[src/rtl/riscv_base_trace_ctrl_pkg.sv]
// Shared definitions for the trace capture controller.
//   - trc_state_e  : controller FSM encoding (IDLE=0, ARMED=1, CAPTURE=2, STOPPED=3)
//   - TRC_DROP_W   : width of the saturating drop counter
//   - TRC_REC_W    : width of one buffered record {pc, opcode}
//   - trc_sat_inc  : saturating increment used by the 16-bit counters
package riscv_base_trace_ctrl_pkg;

    typedef enum logic [1:0] {
        TRC_IDLE    = 2'd0,
        TRC_ARMED   = 2'd1,
        TRC_CAPTURE = 2'd2,
        TRC_STOPPED = 2'd3
    } trc_state_e;

    localparam int unsigned TRC_DROP_W = 16;
    localparam int unsigned TRC_REC_W  = 64;

    function automatic logic [TRC_DROP_W-1:0] trc_sat_inc(input logic [TRC_DROP_W-1:0] v);
        return (v == '1) ? v : v + 16'd1;
    endfunction

endpackage

[src/rtl/riscv_base_trace_fifo.sv]
// First-word-fall-through record FIFO used by riscv_base_trace_ctrl.
// Ports:
//   clk_i, rst_i  : clock, asynchronous active-high reset
//   push_i/data_i : write request and record; ignored while full
//   pop_i         : read request; ignored while empty
//   data_o        : head record, or the last popped record while empty
//   full_o/empty_o/level_o : status from the registered occupancy
module riscv_base_trace_fifo #(
    parameter int unsigned WIDTH = 64,
    parameter int unsigned DEPTH = 4
) (
    input  logic                     clk_i,
    input  logic                     rst_i,
    input  logic                     push_i,
    input  logic [WIDTH-1:0]         data_i,
    input  logic                     pop_i,
    output logic [WIDTH-1:0]         data_o,
    output logic                     full_o,
    output logic                     empty_o,
    output logic [$clog2(DEPTH):0]   level_o
);
    localparam int unsigned AW = $clog2(DEPTH);
    localparam logic [AW:0] LVL_FULL = (AW+1)'(DEPTH);

    logic [WIDTH-1:0] r_mem [DEPTH];
    logic [AW-1:0]    r_wr_ptr;
    logic [AW-1:0]    r_rd_ptr;
    logic [AW:0]      r_level;
    logic [WIDTH-1:0] r_last;
    logic             w_push;
    logic             w_pop;

    assign full_o  = (r_level == LVL_FULL);
    assign empty_o = (r_level == '0);
    assign level_o = r_level;

    // A push is refused when full even if a pop frees a slot this cycle.
    assign w_push = push_i && !full_o;
    assign w_pop  = pop_i && !empty_o;

    // When empty the output keeps showing the record that was last popped.
    assign data_o = empty_o ? r_last : r_mem[r_rd_ptr];

    always_ff @(posedge clk_i or posedge rst_i) begin
        if (rst_i) begin
            for (int unsigned i = 0; i < DEPTH; i++) begin
                r_mem[i] <= '0;
            end
            r_wr_ptr <= '0;
            r_rd_ptr <= '0;
            r_level  <= '0;
            r_last   <= '0;
        end else begin
            if (w_push) begin
                r_mem[r_wr_ptr] <= data_i;
                r_wr_ptr        <= r_wr_ptr + 1'b1;
            end
            if (w_pop) begin
                r_last   <= r_mem[r_rd_ptr];
                r_rd_ptr <= r_rd_ptr + 1'b1;
            end
            case ({w_push, w_pop})
                2'b10:   r_level <= r_level + 1'b1;
                2'b01:   r_level <= r_level - 1'b1;
                default: r_level <= r_level;
            endcase
        end
    end

endmodule

[src/rtl/riscv_base_trace_ctrl.sv]
// Trace capture controller between the retire stage and the trace decoder.
// Arms on arm_i, starts capturing when a retired PC matches trig_pc_i, buffers
// {pc, opcode} records in a FWFT FIFO and drains them one per valid/ready
// handshake. Stops on stop_i or after STOP_COUNT pushed records (0 = no limit).
// Ports:
//   clk_i, rst_i                      : clock, asynchronous active-high reset
//   retire_valid_i/pc_i/opcode_i      : retired instruction record
//   arm_i, stop_i, trig_pc_i          : control pulses and start-trigger PC
//   filt_base_i, filt_limit_i         : PC window [base, limit) (RISCV_TRACE_FILTER_EN only)
//   trace_valid_o/pc_o/opcode_o       : record presented to the decoder
//   trace_ready_i                     : decoder accepts the presented record
//   state_o, level_o, drop_cnt_o      : FSM state, FIFO occupancy, saturating drop count
// Build option: define RISCV_TRACE_FILTER_EN to add the PC window filter.
module riscv_base_trace_ctrl
    import riscv_base_trace_ctrl_pkg::*;
#(
    parameter int unsigned DEPTH      = 4,
    parameter int unsigned STOP_COUNT = 0
) (
    input  logic                    clk_i,
    input  logic                    rst_i,
    input  logic                    retire_valid_i,
    input  logic [31:0]             retire_pc_i,
    input  logic [31:0]             retire_opcode_i,
    input  logic                    arm_i,
    input  logic                    stop_i,
    input  logic [31:0]             trig_pc_i,
`ifdef RISCV_TRACE_FILTER_EN
    input  logic [31:0]             filt_base_i,
    input  logic [31:0]             filt_limit_i,
`endif
    output logic                    trace_valid_o,
    output logic [31:0]             trace_pc_o,
    output logic [31:0]             trace_opcode_o,
    input  logic                    trace_ready_i,
    output logic [1:0]              state_o,
    output logic [$clog2(DEPTH):0]  level_o,
    output logic [15:0]             drop_cnt_o
);
    localparam logic [TRC_DROP_W-1:0] STOP_LIM = TRC_DROP_W'(STOP_COUNT);

    trc_state_e              r_state;
    trc_state_e              w_state_next;
    logic [TRC_DROP_W-1:0]   r_drop_cnt;
    logic [TRC_DROP_W-1:0]   r_cap_cnt;
    logic                    w_trig;
    logic                    w_in_range;
    logic                    w_limit_hit;
    logic                    w_push_req;
    logic                    w_clear;
    logic                    w_full;
    logic                    w_empty;
    logic                    w_pop;
    logic [TRC_REC_W-1:0]    w_fifo_dout;

    // Trigger detection is never filtered; only record eligibility is.
    assign w_trig = retire_valid_i && (retire_pc_i == trig_pc_i);

`ifdef RISCV_TRACE_FILTER_EN
    assign w_in_range = (retire_pc_i >= filt_base_i) && (retire_pc_i < filt_limit_i);
`else
    assign w_in_range = 1'b1;
`endif

    // The limit is seen on the registered count, so the stop lands one edge
    // after the final record; no further push is allowed in that cycle.
    assign w_limit_hit = (STOP_LIM != '0) && (r_cap_cnt >= STOP_LIM);

    always_comb begin
        w_state_next = r_state;
        w_push_req   = 1'b0;
        w_clear      = 1'b0;
        case (r_state)
            TRC_IDLE: begin
                if (arm_i) w_state_next = TRC_ARMED;
            end
            TRC_ARMED: begin
                if (stop_i) begin
                    w_state_next = TRC_STOPPED;
                end else if (w_trig) begin
                    w_state_next = TRC_CAPTURE;
                    w_push_req   = w_in_range;
                end
            end
            TRC_CAPTURE: begin
                if (stop_i || w_limit_hit) begin
                    w_state_next = TRC_STOPPED;
                end else begin
                    w_push_req = retire_valid_i && w_in_range;
                end
            end
            TRC_STOPPED: begin
                if (arm_i) begin
                    w_state_next = TRC_ARMED;
                    w_clear      = 1'b1;
                end
            end
            default: w_state_next = TRC_IDLE;
        endcase
    end

    always_ff @(posedge clk_i or posedge rst_i) begin
        if (rst_i) begin
            r_state    <= TRC_IDLE;
            r_drop_cnt <= '0;
            r_cap_cnt  <= '0;
        end else begin
            r_state <= w_state_next;
            if (w_clear) begin
                r_drop_cnt <= '0;
                r_cap_cnt  <= '0;
            end else if (w_push_req) begin
                if (w_full) r_drop_cnt <= trc_sat_inc(r_drop_cnt);
                else        r_cap_cnt  <= trc_sat_inc(r_cap_cnt);
            end
        end
    end

    assign w_pop = !w_empty && trace_ready_i;

    riscv_base_trace_fifo #(
        .WIDTH (TRC_REC_W),
        .DEPTH (DEPTH)
    ) u_fifo (
        .clk_i   (clk_i),
        .rst_i   (rst_i),
        .push_i  (w_push_req),
        .data_i  ({retire_pc_i, retire_opcode_i}),
        .pop_i   (w_pop),
        .data_o  (w_fifo_dout),
        .full_o  (w_full),
        .empty_o (w_empty),
        .level_o (level_o)
    );

    assign trace_valid_o  = !w_empty;
    assign trace_pc_o     = w_fifo_dout[63:32];
    assign trace_opcode_o = w_fifo_dout[31:0];
    assign state_o        = r_state;
    assign drop_cnt_o     = r_drop_cnt;

endmodule

[config.mk]
export PLATFORM = sky130hd
export DESIGN_NAME = riscv_base_trace_ctrl
export DESIGN_NICKNAME = d
export VERILOG_FILES = /design/src/rtl/riscv_base_trace_ctrl_pkg.sv /design/src/rtl/riscv_base_trace_fifo.sv /design/src/rtl/riscv_base_trace_ctrl.sv
export SDC_FILE = /design/constraint.sdc
export NUM_CORES = 1
export LEC_CHECK = 0
export CAP_MARGIN = 25
export CELL_PAD_IN_SITES_DETAIL_PLACEMENT = 0
export CELL_PAD_IN_SITES_GLOBAL_PLACEMENT = 1
export CORE_ASPECT_RATIO = 1.4
export CORE_UTILIZATION = 35
export CTS_CLUSTER_DIAMETER = 200
export DETAILED_ROUTE_END_ITERATION = 8
export GPL_TIMING_DRIVEN = 0
export HOLD_SLACK_MARGIN = 0.06
export PLACE_DENSITY_LB_ADDON = 0.12
export SYNTH_ARGS = -nofsm -noshare
export SYNTH_HDL_FRONTEND = slang
export SYNTH_SLANG_ARGS = --single-unit
[constraint.sdc]
create_clock -name clk_i -period 11.15 [get_ports clk_i]
set_input_delay 2.23 -clock clk_i [delete_from_list [all_inputs] [get_ports clk_i]]
set_output_delay 2.23 -clock clk_i [all_outputs]
set_load 0.03 [all_outputs]
==> impl_metrics.tcl, run 1 <==
set metrics [dict create \
    status "complete, no violations" \
    holdCritPathClass "reg -> reg" \
    crit_fanout 10 \
    syn_area_um2 16100 \
    gr-total-overflow 0 \
    path_cells "clkbuf_1, clkbuf_1, clkbuf_1, mux4_2, mux2_2, clkdlybuf4s50_1" \
    preCtsSetupSlack_ps 4470 \
    syn_nets 1277 \
    clockBufferDepth 3 \
    setup_viol_count_final 0 \
    ys_ff_latch 345 \
    p_leak_nw 9.69 \
    cp-end-kind "output pin" \
    worstSetupPathType "reg -> out" \
    max-vdd-ir-drop_v 0.000112 \
    synthCells 1164 \
    port_buffers 187 \
    layout-drive-gt1-share 0.342 \
    synth_most_common_cell "dfrtp_1" \
    cts_setup_buffers 0 \
    critPathSlowestCell "clkbuf_1" \
    worstSkewPairLatency_ps 530 \
    clk_pin_slew_worst_paths_ps 60 \
    vias_per_cell 4.90 \
    synth_largest_area_cell "dfrtp_1" \
    vias 10006 \
    grt_max_degree 41 \
    initial_core_util 0.356 \
    core_area_um2 45100 \
    firstDrtPassIters 4 \
    htreeDepth 2 \
    drtAntennaViolNets 0 \
    first_iter_violations 402 \
    fin_ws_ps 4610 \
    track_usage 0.181 \
    dieHeight_um 255 \
    slew_violations 0 \
    drv_cap 0 \
    avgSynthCellArea_um2 13.8 \
    power_density_nw_per_um2 226 \
    cpPeakStageDelay_ps 770 \
    routed_wl_mm 41.0 \
    synth-main-ff-cell "dfrtp_1" \
    synth_common_cells "dfrtp_1 (345), mux2_2 (320), nand2_1 (204), mux4_2 (64), xor2_1 (32)" \
    synth_cell_types 41 \
    clockRootBuffer "clkbuf_16" \
    synthTopCellsByArea "dfrtp_1 (54%), mux2_2 (22%), mux4_2 (9.0%)" \
    synth_edf_count 0 \
    ff2ff_setup_slack_ps 7890 \
    clkSinkCount 345 \
    fin_crit_sh 0.586 \
    utilization 0.449 \
    cp_top_family "buffers and inverters" \
    tritoncts "built" \
    antenna_found_initial 3 \
    crit_top_cell "clkbuf_1" \
    drc 0 \
    dieArea_um2 46700 \
    cp_data_arrival_time_ps 4310 \
    ys_async_sr_fraction 1.00 \
    netlist.area_leader.share 0.538 \
    wl_per_cell_um 20.1 \
    area_delta_synth_final_pct 26.3 \
    fmax_mhz 153 \
    cts_resized 0 \
    dp_hpwl_mm 28.7 \
    slew_headroom 0.365 \
    finish.net_count 1517 \
    grt_pass1_vias 10820 \
    placement_rows 92 \
    yosysSeqAreaShare 0.538 \
    cts_made_buffers 38 \
    layout_min_cycle_time_ps 6540 \
    gp_congestion 0.731 \
    cp.required_ps 8920 \
    rsz0062_at_grt "false" \
    finalHoldViolations 0 \
    tightest_slew_ps 952 \
    yosysWarnings 0 \
    tns_ps 0 \
    hold_buffers 0 \
    num_io_pins 188 \
    worst_setup_path_start_kind "flip-flop" \
    grt_pass1_wl_mm 64.9 \
    path_buf_inv 4 \
    finClkSkew_ps 16.5 \
    die_width_um 183 \
]
## registers in the layout, indices dropped and copies added (netlist names)
signal / flops
state_o: 2
u_fifo.level_o: 3
u_fifo.r_wr_ptr: 2
u_fifo.r_mem: 256
drop_cnt_o: 16
u_fifo.r_rd_ptr: 2
u_fifo.r_last: 64
## power breakdown
group	switching, mW	leakage (nW)	total, mW	internal [mW]
registers	0.153	4.73	1.72	1.57
clock network	0.517	0.655	1.35	0.832
logic	0.779	4.30	1.51	0.727
## routing by layer
metal	routed length [um]	track usage
met1	17400	0.226
met2	21100	0.320
met3	1570	0.0318
met4	823	0.0507
met5	27	0
## final cells by class
type / count / area (um^2)
diodes: 1 / 2.50
plain buffers: 62 / 413
clock buffers: 54 / 1110
clock inverters: 12 / 214
fillers: 4250 / 24900
inverters: 17 / 67.6
multi-input cells: 740 / 6940
flip-flops and latches: 345 / 8630
well taps: 611 / 764
repair buffers: 200 / 2120
## logic make-up after synthesis
group / Yosys count / synth area share
AOI/OAI and AO/OA: 29 / 0.0119
xor gates and xnor gates: 40 / 0.0218
adders and majority gates: 11 / 0.00904
buffers and inverters: 79 / 0.0297
DFF: 345 / 0.538
muxes: 388 / 0.317
and+or+nand+nor: 272 / 0.0729
## stage by stage
stage	power, mW	area, um^2	instances	hold slack [ps]
global route	4.84	20300	2042	485
global placement	3.23	18700	1962	453
finish	4.58	20300	2042	469
floorplan	2.73	16100	1164	442
CTS	4.65	20200	2039	474
detailed placement	3.27	18900	1973	459
## tightest hold or removal path: stages (launching register included)
cell and delay, ps:
dfrtp_1 330, nand2_1 50, nand2_1 60
## final timing paths
| path | depth (start not counted) | end | startpoint |
|---|---|---|---|
| setup / recovery | 6 | trace_opcode_o[25] | u_fifo.r_rd_ptr[1] |
| hold reg to reg | 2 | u_fifo.r_last[18] | u_fifo.r_last[18] |
| setup reg to reg | 11 | u_fifo.level_o[2] | u_fifo.level_o[0] |
| max in group asynchronous | 7 | u_fifo.r_mem[189] | rst_i |
| hold / removal | 2 | u_fifo.r_last[18] | u_fifo.r_last[18] |
| min in group asynchronous | 2 | u_fifo.r_last[29] | rst_i |
## layout by cell type (no fill, tap or decap), types with 3 or more instances in the layout
cell type	netlist	layout
ha_1	10	10
buf_12	0	10
dfrtp_1	345	345
or3_1	7	7
xor2_1	32	32
nor4_1	9	9
nor2_1	13	13
nand2b_1	3	3
clkbuf_1	29	36
o21ai_0	8	8
nand2_2	4	4
buf_6	24	24
nand4_1	9	9
clkinv_2	0	5
buf_1	9	9
mux2i_1	4	4
nand2_1	204	204
bufinv_16	0	6
a21oi_1	10	10
mux4_2	64	64
buf_8	0	3
mux2_2	320	320
inv_1	17	16
clkdlybuf4s50_1	0	187
clkbuf_8	0	8
nand3_1	9	9
xnor2_1	8	8
or4_1	3	3
clkbuf_16	0	39
(Power assumes the default switching activity.)
==> inputs of run 2 (changes only) <==
Clock period 11.15 ns to 6.8 ns, I/O delays scaled along.
==> results of run 2 <==
Same layout as run 1 (identical final DEF). Status: complete, no violations.
Among the figures that moved: setup slack after placement 4470 ps -> 990 ps; setup slack after layout 4610 ps -> 1130 ps; register-to-register setup slack 7890 ps -> 3540 ps; total power 4.58 mW -> 7.50 mW; worst IR drop on VDD 0.000112 V -> 0.000184 V
